--- config.mk ---
export PLATFORM = sky130hd
export DESIGN_NAME = estacao_reserva_r
export DESIGN_NICKNAME = d
export VERILOG_FILES = /design/src/rtl/estacao_reserva_r_pkg.sv /design/src/rtl/estacao_reserva_r_sel.sv /design/src/rtl/estacao_reserva_r.sv
export SDC_FILE = /design/constraint.sdc
export NUM_CORES = 1
export LEC_CHECK = 0
export ABC_AREA = 1
export CAP_MARGIN = 25
export CORE_MARGIN = 1.5
export CORE_UTILIZATION = 60
export DETAILED_ROUTE_END_ITERATION = 12
export GPL_TIMING_DRIVEN = 0
export PLACE_DENSITY_LB_ADDON = 0.3
export SLEW_MARGIN = 20
export SYNTH_ARGS = -nofsm -noshare
export SYNTH_HDL_FRONTEND = slang
export SYNTH_SLANG_ARGS = --single-unit
--- constraint.sdc ---
create_clock -name Clock -period 5.8 [get_ports Clock]
set_clock_uncertainty 0.1 [all_clocks]
set_input_delay 1.16 -clock Clock [delete_from_list [all_inputs] [get_ports Clock]]
set_output_delay 1.16 -clock Clock [all_outputs]
set_load 0.01 [all_outputs]
--- src/rtl/estacao_reserva_r_pkg.sv ---
// Shared encodings and helpers for the R-type reservation station.
// OLDEST_FIRST_EN (optional) enables age-ordered dispatch using AGE_W-bit ranks.
package estacao_reserva_r_pkg;

    localparam int DATA_W_DEF = 16;
    localparam int TAG_W_DEF  = 3;
    localparam int TAG_NONE   = 0;
    localparam int AGE_W      = 3;

    typedef enum logic [2:0] {
        UF_ADD = 3'b000,
        UF_SUB = 3'b001,
        UF_SLT = 3'b010,
        UF_CMP = 3'b011,
        UF_BP4 = 3'b100,
        UF_BM4 = 3'b101
    } ufop_e;

    typedef struct packed {
        logic       busy;
        logic [2:0] op;
    } rs_hdr_t;

    // B+4 and B-4 only consume operand B, so a pending Qj must not stall them.
    function automatic logic op_ignores_qj(input logic [2:0] op);
        return (op == UF_BP4) || (op == UF_BM4);
    endfunction

    function automatic logic op_illegal(input logic [2:0] op);
        return op[2] & op[1];
    endfunction

    // Ranks count older busy entries, so a smaller rank is older.
    function automatic logic age_older(input logic [AGE_W-1:0] a, input logic [AGE_W-1:0] b);
        return a < b;
    endfunction

endpackage

--- src/rtl/estacao_reserva_r_sel.sv ---
// Dispatch selector: ready mask (plus ranks when OLDEST_FIRST_EN) to one-hot grant.
// Without OLDEST_FIRST_EN the lowest-index ready entry wins.
module estacao_reserva_r_sel
    import estacao_reserva_r_pkg::*;
#(
    parameter int N = 3
) (
    input  logic [N-1:0]            ready_i,
`ifdef OLDEST_FIRST_EN
    input  logic [N-1:0][AGE_W-1:0] age_i,
`endif
    output logic [N-1:0]            grant_o,
    output logic                    valid_o
);

    assign valid_o = |ready_i;

`ifdef OLDEST_FIRST_EN
    logic             found;
    logic [AGE_W-1:0] best_age;

    always_comb begin
        grant_o  = '0;
        found    = 1'b0;
        best_age = '0;
        for (int i = 0; i < N; i++) begin
            if (ready_i[i] && (!found || age_older(age_i[i], best_age))) begin
                grant_o    = '0;
                grant_o[i] = 1'b1;
                found      = 1'b1;
                best_age   = age_i[i];
            end
        end
    end
`else
    assign grant_o = ready_i & (~ready_i + N'(1));
`endif

endmodule

--- src/rtl/estacao_reserva_r.sv ---
// Reservation station for the combinational R-type unit: issue, CDB snoop, dispatch, result hold.
// OLDEST_FIRST_EN (optional) keeps per-entry age ranks and dispatches the oldest ready entry.
module estacao_reserva_r
    import estacao_reserva_r_pkg::*;
#(
    parameter int NUM_ENTRIES = 3,
    parameter int TAG_W       = TAG_W_DEF,
    parameter int DATA_W      = DATA_W_DEF,
    parameter int RS_BASE_TAG = 1
) (
    input  logic              Clock,
    input  logic              Resetn,
    input  logic              issue_valid,
    output logic              issue_ready,
    input  logic [2:0]        issue_op,
    input  logic [DATA_W-1:0] issue_vj,
    input  logic [DATA_W-1:0] issue_vk,
    input  logic [TAG_W-1:0]  issue_qj,
    input  logic [TAG_W-1:0]  issue_qk,
    output logic [TAG_W-1:0]  issue_tag,
    input  logic              cdb_valid,
    input  logic [TAG_W-1:0]  cdb_tag,
    input  logic [DATA_W-1:0] cdb_data,
    output logic [DATA_W-1:0] fu_A,
    output logic [DATA_W-1:0] fu_B,
    output logic [2:0]        fu_Ufop,
    input  logic [DATA_W-1:0] fu_Q,
    output logic              res_valid,
    output logic [TAG_W-1:0]  res_tag,
    output logic [DATA_W-1:0] res_data,
    input  logic              res_ready,
    output logic [2:0]        busy_count
);

    localparam int IDX_W = $clog2(NUM_ENTRIES);
    localparam logic [TAG_W-1:0] TAG_Z = TAG_W'(TAG_NONE);

    rs_hdr_t           hdr_q [NUM_ENTRIES];
    rs_hdr_t           hdr_d [NUM_ENTRIES];
    logic [DATA_W-1:0] vj_q  [NUM_ENTRIES];
    logic [DATA_W-1:0] vj_d  [NUM_ENTRIES];
    logic [DATA_W-1:0] vk_q  [NUM_ENTRIES];
    logic [DATA_W-1:0] vk_d  [NUM_ENTRIES];
    logic [TAG_W-1:0]  qj_q  [NUM_ENTRIES];
    logic [TAG_W-1:0]  qj_d  [NUM_ENTRIES];
    logic [TAG_W-1:0]  qk_q  [NUM_ENTRIES];
    logic [TAG_W-1:0]  qk_d  [NUM_ENTRIES];
`ifdef OLDEST_FIRST_EN
    logic [NUM_ENTRIES-1:0][AGE_W-1:0] age_q, age_d;
`endif

    logic              res_valid_q, res_valid_d;
    logic [TAG_W-1:0]  res_tag_q, res_tag_d;
    logic [DATA_W-1:0] res_data_q, res_data_d;
    logic [DATA_W-1:0] fu_a_q, fu_a_d;
    logic [DATA_W-1:0] fu_b_q, fu_b_d;
    logic [2:0]        fu_op_q, fu_op_d;

    logic [NUM_ENTRIES-1:0] busy_vec, ready_vec, grant;
    logic                   grant_valid, disp_fire, issue_fire, free_found;
    logic [IDX_W-1:0]       free_idx, grant_idx;
    logic [2:0]             busy_cnt;
    logic                   byp_j, byp_k;
    logic [DATA_W-1:0]      new_vj, new_vk;
    logic [TAG_W-1:0]       new_qj, new_qk;

    always_comb begin
        busy_vec  = '0;
        ready_vec = '0;
        busy_cnt  = '0;
        for (int i = 0; i < NUM_ENTRIES; i++) begin
            busy_vec[i]  = hdr_q[i].busy;
            ready_vec[i] = hdr_q[i].busy && (qk_q[i] == TAG_Z) &&
                           (op_ignores_qj(hdr_q[i].op) || (qj_q[i] == TAG_Z));
            busy_cnt     = busy_cnt + 3'(hdr_q[i].busy);
        end
    end

    always_comb begin
        free_found = 1'b0;
        free_idx   = '0;
        for (int i = NUM_ENTRIES - 1; i >= 0; i--) begin
            if (!busy_vec[i]) begin
                free_found = 1'b1;
                free_idx   = IDX_W'(i);
            end
        end
    end

    estacao_reserva_r_sel #(.N(NUM_ENTRIES)) u_sel (
        .ready_i (ready_vec),
`ifdef OLDEST_FIRST_EN
        .age_i   (age_q),
`endif
        .grant_o (grant),
        .valid_o (grant_valid)
    );

    always_comb begin
        grant_idx = '0;
        for (int i = 0; i < NUM_ENTRIES; i++) begin
            if (grant[i]) grant_idx = IDX_W'(i);
        end
    end

    // issue_ready looks only at registered Busy, so a slot freed by dispatch reopens next cycle.
    assign issue_ready = free_found;
    assign issue_fire  = issue_valid && free_found;
    assign issue_tag   = TAG_W'(RS_BASE_TAG) + TAG_W'(free_idx);
    assign disp_fire   = grant_valid && (!res_valid_q || res_ready);

    assign byp_j  = cdb_valid && (issue_qj != TAG_Z) && (cdb_tag == issue_qj);
    assign byp_k  = cdb_valid && (issue_qk != TAG_Z) && (cdb_tag == issue_qk);
    assign new_vj = byp_j ? cdb_data : issue_vj;
    assign new_vk = byp_k ? cdb_data : issue_vk;
    assign new_qj = byp_j ? TAG_Z : issue_qj;
    assign new_qk = byp_k ? TAG_Z : issue_qk;

    assign fu_A    = disp_fire ? vj_q[grant_idx]     : fu_a_q;
    assign fu_B    = disp_fire ? vk_q[grant_idx]     : fu_b_q;
    assign fu_Ufop = disp_fire ? hdr_q[grant_idx].op : fu_op_q;

    always_comb begin
        for (int i = 0; i < NUM_ENTRIES; i++) begin
            hdr_d[i] = hdr_q[i];
            vj_d[i]  = vj_q[i];
            vk_d[i]  = vk_q[i];
            qj_d[i]  = qj_q[i];
            qk_d[i]  = qk_q[i];
        end
`ifdef OLDEST_FIRST_EN
        age_d = age_q;
`endif
        res_valid_d = res_valid_q;
        res_tag_d   = res_tag_q;
        res_data_d  = res_data_q;
        fu_a_d      = fu_a_q;
        fu_b_d      = fu_b_q;
        fu_op_d     = fu_op_q;

        for (int i = 0; i < NUM_ENTRIES; i++) begin
            if (hdr_q[i].busy && cdb_valid && (cdb_tag != TAG_Z)) begin
                if (qj_q[i] == cdb_tag) begin
                    vj_d[i] = cdb_data;
                    qj_d[i] = TAG_Z;
                end
                if (qk_q[i] == cdb_tag) begin
                    vk_d[i] = cdb_data;
                    qk_d[i] = TAG_Z;
                end
            end
`ifdef OLDEST_FIRST_EN
            // Entries younger than the departing one move up one rank.
            if (disp_fire && (age_q[i] > age_q[grant_idx])) begin
                age_d[i] = age_q[i] - AGE_W'(1);
            end
`endif
            if (disp_fire && grant[i]) begin
                hdr_d[i].busy = 1'b0;
            end
            if (issue_fire && (free_idx == IDX_W'(i))) begin
                hdr_d[i].busy = 1'b1;
                hdr_d[i].op   = issue_op;
                vj_d[i]       = new_vj;
                vk_d[i]       = new_vk;
                qj_d[i]       = new_qj;
                qk_d[i]       = new_qk;
`ifdef OLDEST_FIRST_EN
                age_d[i]      = AGE_W'(busy_cnt) - AGE_W'(disp_fire);
`endif
            end
        end

        if (res_valid_q && res_ready) begin
            res_valid_d = 1'b0;
        end
        if (disp_fire) begin
            res_valid_d = 1'b1;
            res_tag_d   = TAG_W'(RS_BASE_TAG) + TAG_W'(grant_idx);
            res_data_d  = op_illegal(hdr_q[grant_idx].op) ? '0 : fu_Q;
            fu_a_d      = vj_q[grant_idx];
            fu_b_d      = vk_q[grant_idx];
            fu_op_d     = hdr_q[grant_idx].op;
        end
    end

    always_ff @(posedge Clock or negedge Resetn) begin
        if (!Resetn) begin
            for (int i = 0; i < NUM_ENTRIES; i++) begin
                hdr_q[i] <= '0;
                vj_q[i]  <= '0;
                vk_q[i]  <= '0;
                qj_q[i]  <= '0;
                qk_q[i]  <= '0;
            end
`ifdef OLDEST_FIRST_EN
            age_q       <= '0;
`endif
            res_valid_q <= 1'b0;
            res_tag_q   <= '0;
            res_data_q  <= '0;
            fu_a_q      <= '0;
            fu_b_q      <= '0;
            fu_op_q     <= '0;
        end else begin
            hdr_q       <= hdr_d;
            vj_q        <= vj_d;
            vk_q        <= vk_d;
            qj_q        <= qj_d;
            qk_q        <= qk_d;
`ifdef OLDEST_FIRST_EN
            age_q       <= age_d;
`endif
            res_valid_q <= res_valid_d;
            res_tag_q   <= res_tag_d;
            res_data_q  <= res_data_d;
            fu_a_q      <= fu_a_d;
            fu_b_q      <= fu_b_d;
            fu_op_q     <= fu_op_d;
        end
    end

    assign res_valid  = res_valid_q;
    assign res_tag    = res_tag_q;
    assign res_data   = res_data_q;
    assign busy_count = busy_cnt;

endmodule

Word-level counts from Yosys, hierarchy flattened
Cells that the tools add are included.

Logic and storage cells: 182. Output and inout port bits: 62. Bits of input ports: 81. Bits in registers: 181.

Reductions and logical operators: 63. Order comparisons: 1. $add $sub $neg: 5. Multiplexer cells: 69. Bitwise operators: 4. Equality and inequality tests: 16.

Operators by type and width (count): 16-bit 2-to-1 mux (27); 3-bit 2-to-1 mux (23); 16-bit binary-select mux with 2-bit select (2); 2-bit nonzero test (13); 1-bit logical AND (25); 3-bit equality test (8); 3-bit equality test (second input constant) (6); 3-bit zero test (6); 4-bit 2-to-1 mux (3); 2-bit AND reduction (6); 1-bit 2-to-1 mux (9); 3-bit nonzero test (3); 4-bit binary-select mux with 2-bit select (1); 2-bit 2-to-1 mux (4); 1-bit logical OR (7); 1-bit by 2-bit adder with 3-bit output (first input constant) (2); 2-bit by 1-bit adder with 3-bit output (1); 3-bit by 1-bit adder with 3-bit output (second input constant) (1); 3-bit bitwise AND (1); 3-bit >= comparator (second input constant) (1); 2-bit inverter with 3-bit output (1); 3-bit inverter (1); 3-bit OR reduction (1); 1-bit by 1-bit adder with 2-bit output (1); other kinds (5) (5).

Depth between registers and ports, before layout
Depth after elaboration: 15. Mapped depth: 13. Depth with buffers taken out: 12.

By module
From an unflattened synthesis, not the netlist that was laid out.

Cells, all modules: 1537. Area, all modules: 11167.0 sq um.

Modules (own cells, without submodules): estacao_reserva_r (sequential area each 4529.3 sq um, cells an instance 1529, instances 1, area an instance 11126.9 sq um); estacao_reserva_r_sel (sequential area each 0.0 sq um, cells an instance 8, instances 1, area an instance 40.0 sq um).

Least setup slack after synthesis
No wires, ideal clock.

Path type: input-to-output. From: in res_ready. To: out fu_A[0]. Required time: 4540 ps. Path slack: 2682 ps. Cell stages on the path: 6. Arrival: 1858 ps. Path buffers: 1. Cells stage by stage: inv_1 > nand2_1 > nand2_2 > clkbuf_1 > nand2_1 > nand2_1.

Longest elaborated chain between the ends: 3.

RTL lines: start, declared (line estacao_reserva_r.sv:31) `input logic res_ready,`; 1-bit logical OR (line estacao_reserva_r.sv:110) `assign disp_fire = grant_valid && (!res_valid_q || res_ready);`; 1-bit logical AND (line estacao_reserva_r.sv:110); 16-bit 2-to-1 mux; end, declared (line estacao_reserva_r.sv:24) `output logic [DATA_W-1:0] fu_A,`.

Every way passes these cells.

Worst setup path in the final report
From: in res_ready. To: out fu_A[7].

The elaborated chain is that of the path after synthesis.

==> flow_summary.yaml <==
layout:
  synthToLayoutAreaGrowth_pct: 20.21
  final_core_utilization_pct: 74.14
  finalInstanceArea_um2: 12340
  diodes: 0
  fill_cells: 1315
  num-nets-final: 1559
  drive_above_1_share_pct: 10.41
global_routing:
  antenna_found_initial: 0
  grt_pass1_vias: 9700
  grt_overflow: 0
  grt_pass1_wl_um: 51180
  grt_start_max_net_pins: 97
  track_usage_pct: 37.77
sta:
  drv_slew: 0
  final.setup.tns_ns: 0
  finalSetupViolCount: 0
  max-slew-margin-rel_pct: 44.66
  period_needed_ns: 4.678
  worst_pin_slew_ns: 0.8301
  setup_slack_ns: 1.122
  finalHoldViolCount: 0
  rsz0062_at_grt: "no"
  fmaxAchievable_ghz: 0.2138
  post-route-period-util_pct: 80.65
yosys:
  synth_top_family_by_area: "simple AND/OR/NAND/NOR gates"
  syn_inst: 1335
  muxShareOfSynthArea_pct: 0
  syn-cell-area_um2: 10260
  synth.distinct_cells: 40
  synth_fa_ha_area_share_pct: 0.1950
  synth_xor_area_share_pct: 2.048
  synth.area.top_cells: "dfrtp_1 44%, nand2_1 13%, inv_1 7.6%"
  yosysSeqAreaShare_pct: 44.12
  synth.avg_cell_area_um2: 7.689
  yosys.area_share.simple_pct: 25.09
  yosys.area.top_type: "dfrtp_1"
  synthFlopType: "dfrtp_1"
  synth_top_area_share_pct: 44.12
  yosys_warnings: 0
  synth-compound-area-share_pct: 15.58
  synth_common_cells: "361 x nand2_1, 207 x inv_1, 181 x dfrtp_1"
  synth-seq-cells: 181
  synthArstFlopShare_pct: 100.0
  synth_edf_count: 0
  yosysMostFrequentCell: "nand2_1"
placement:
  placed_cell_area_um2: 11790
  hpwlAfterDp_um: 22960
  gp_congestion: 0.9825
  port-buffer-count: 121
  dp_slack_ns: 1.149
setup_path:
  worst-endpoint-required_ns: 4.54
  crit_path_frequent_cell: "nand2_1"
  max_stage_delay_ns: 0.66
  cp_cell_sequence: "clkdlybuf4s50_1, inv_1, nand2_1, nand2_2, clkbuf_1, nand2_1, nand2_1, clkdlybuf4s50_1"
  critPathSlowestCell: "clkbuf_1"
  path_buf_inv: 4
  cp-end-kind: "output port"
  path_delay_family: "buffers and inverters"
  start_kind: "input pin"
  crit_path_max_fanout: 10
  critical_path_class: "input pin to output port"
  worstPathArrival_ns: 3.42
clock_tree:
  cts_hold_buf: 0
  root_buffer: "clkbuf_16"
  numCtsBuffers: 17
  clk_latency_ns: 0.45
  cts.clk_slew.worst_paths_ns: 0.06
  cts_tree: "yes"
  cts_setup_buffers: 0
  cts_resized: 0
  cts_buffer_depth: 2
  cts_sinks: 181
  cts_max_level: 4
floorplanning:
  initial_core_util_pct: 61.68
  design.core.area_um2: 16640
  die_area_um2: 17900
  die_h_um: 133.8
  row_count: 47
  die_w_um: 133.8
  io_pins: 143
route:
  route.met3.wl_um: 4052
  drtIter0Drc: 1282
  ant_nets: 0
  highest_layer: "met4"
  first_pass_iters: 6
  drt-met1-wl_um: 12630
  wl_per_cell_um: 19.44
  dr_total_vias: 10050
  wirelength_um: 33220
  route.met2.wl_um: 15060
  drc: 0
  drt-vias-per-instance: 5.880
pwr:
  power_mw: 7.585
  powerDensity_nw_per_um2: 614.7
  ir_worst_vdd_uv: 366.1
  p_leak_nw: 6.314
status:
  outcome: "completed"
hold_path:
  min_path_type: "flop to flop"
job:
  cap_violations: 0
[final cells by class]
class / count / area [um2] / share of cell area (%)
sequential: 181 / 4529 / 36.71
timing repair buffer: 122 / 1244 / 10.08
tap: 220 / 275.3 / 2.231
multi-input combinational: 846 / 4412 / 35.75
inverter: 214 / 805.8 / 6.530
clock inverter: 11 / 105.1 / 0.8518
clock buffer: 20 / 446.7 / 3.620
buffer: 95 / 521.8 / 4.228
[worst paths after layout]
path	from	to	slack, ns	cells after the start
worst max-delay path	res_ready	fu_A[7]	1.12	8
worst min-delay path	fu_a_q[12]$_DFF_PN0_	fu_a_q[12]$_DFF_PN0_	0.38	2
worst max register to register	busy_vec[0]$_DFFE_PN0P_	fu_b_q[11]$_DFF_PN0_	3.45	9
worst min register to register	fu_a_q[12]$_DFF_PN0_	fu_a_q[12]$_DFF_PN0_	0.38	2
max in group asynchronous	Resetn	vk_q[28]$_DFFE_PN0P_	4.08	2
min in group asynchronous	Resetn	res_data[3]$_DFFE_PN0P_	0.58	1
[state kept, by name, indices dropped and copies added, names as in the netlist]
signal     count
busy_vec       3
fu_a_q        16
fu_b_q        16
fu_op_q        3
hdr_q          9
qj_q           9
qk_q           9
res_data      16
res_tag        3
res_valid      1
vj_q          48
vk_q          48
[tightest hold or removal path, cell delays in order, from the launching register on]
cell     delay (ns)
dfrtp_1        0.32
nand2_1        0.05
nand2_1        0.07
[through the flow]
step                hold slack, ns  instances
floorplan                   0.3461       1336
global placement            0.3584       1677
detailed placement          0.3641       1678
CTS                         0.3790       1709
global route                0.3933       1709
finish                      0.3759       1709
[where the power goes]
group          internal, mW  switching [mW]  leakage, nW  total [mW]
Combinational          1.71            2.61         3.79        4.32
Clock                 0.602           0.525        0.270        1.13
Sequential             1.87           0.271         2.25        2.14
[metal layers]
metal	up-vias	GRT usage, %
met5	-	0
met4	0	18.66
met3	131	10.24
met2	708	58.42
met1	4663	49.31
li1	4547	-
[placed cells by master (no fill, tap or decap), types with 4 or more instances in the layout]
cell,n
inv_2,6
clkbuf_16,17
or2_0,28
dfrtp_1,181
nand2_2,6
o211ai_1,34
nand3_1,115
clkinv_4,5
buf_6,11
clkdlybuf4s50_1,120
o21ai_1,39
clkbuf_1,40
buf_2,32
or2_1,11
nor2_2,4
xnor2_1,18
o211ai_2,30
o21ai_0,75
nor2_1,28
buf_4,11
inv_1,207
xor2_1,6
or2_2,10
nand2_1,361
o22ai_1,58
[logic make-up after synthesis]
group | after synthesis
compound gates | 241
xor+xnor | 24
fa+ha+maj | 1
buf+inv | 309
flops | 181
other cells | 1
simple gates | 578
(Power assumes the default switching activity.)
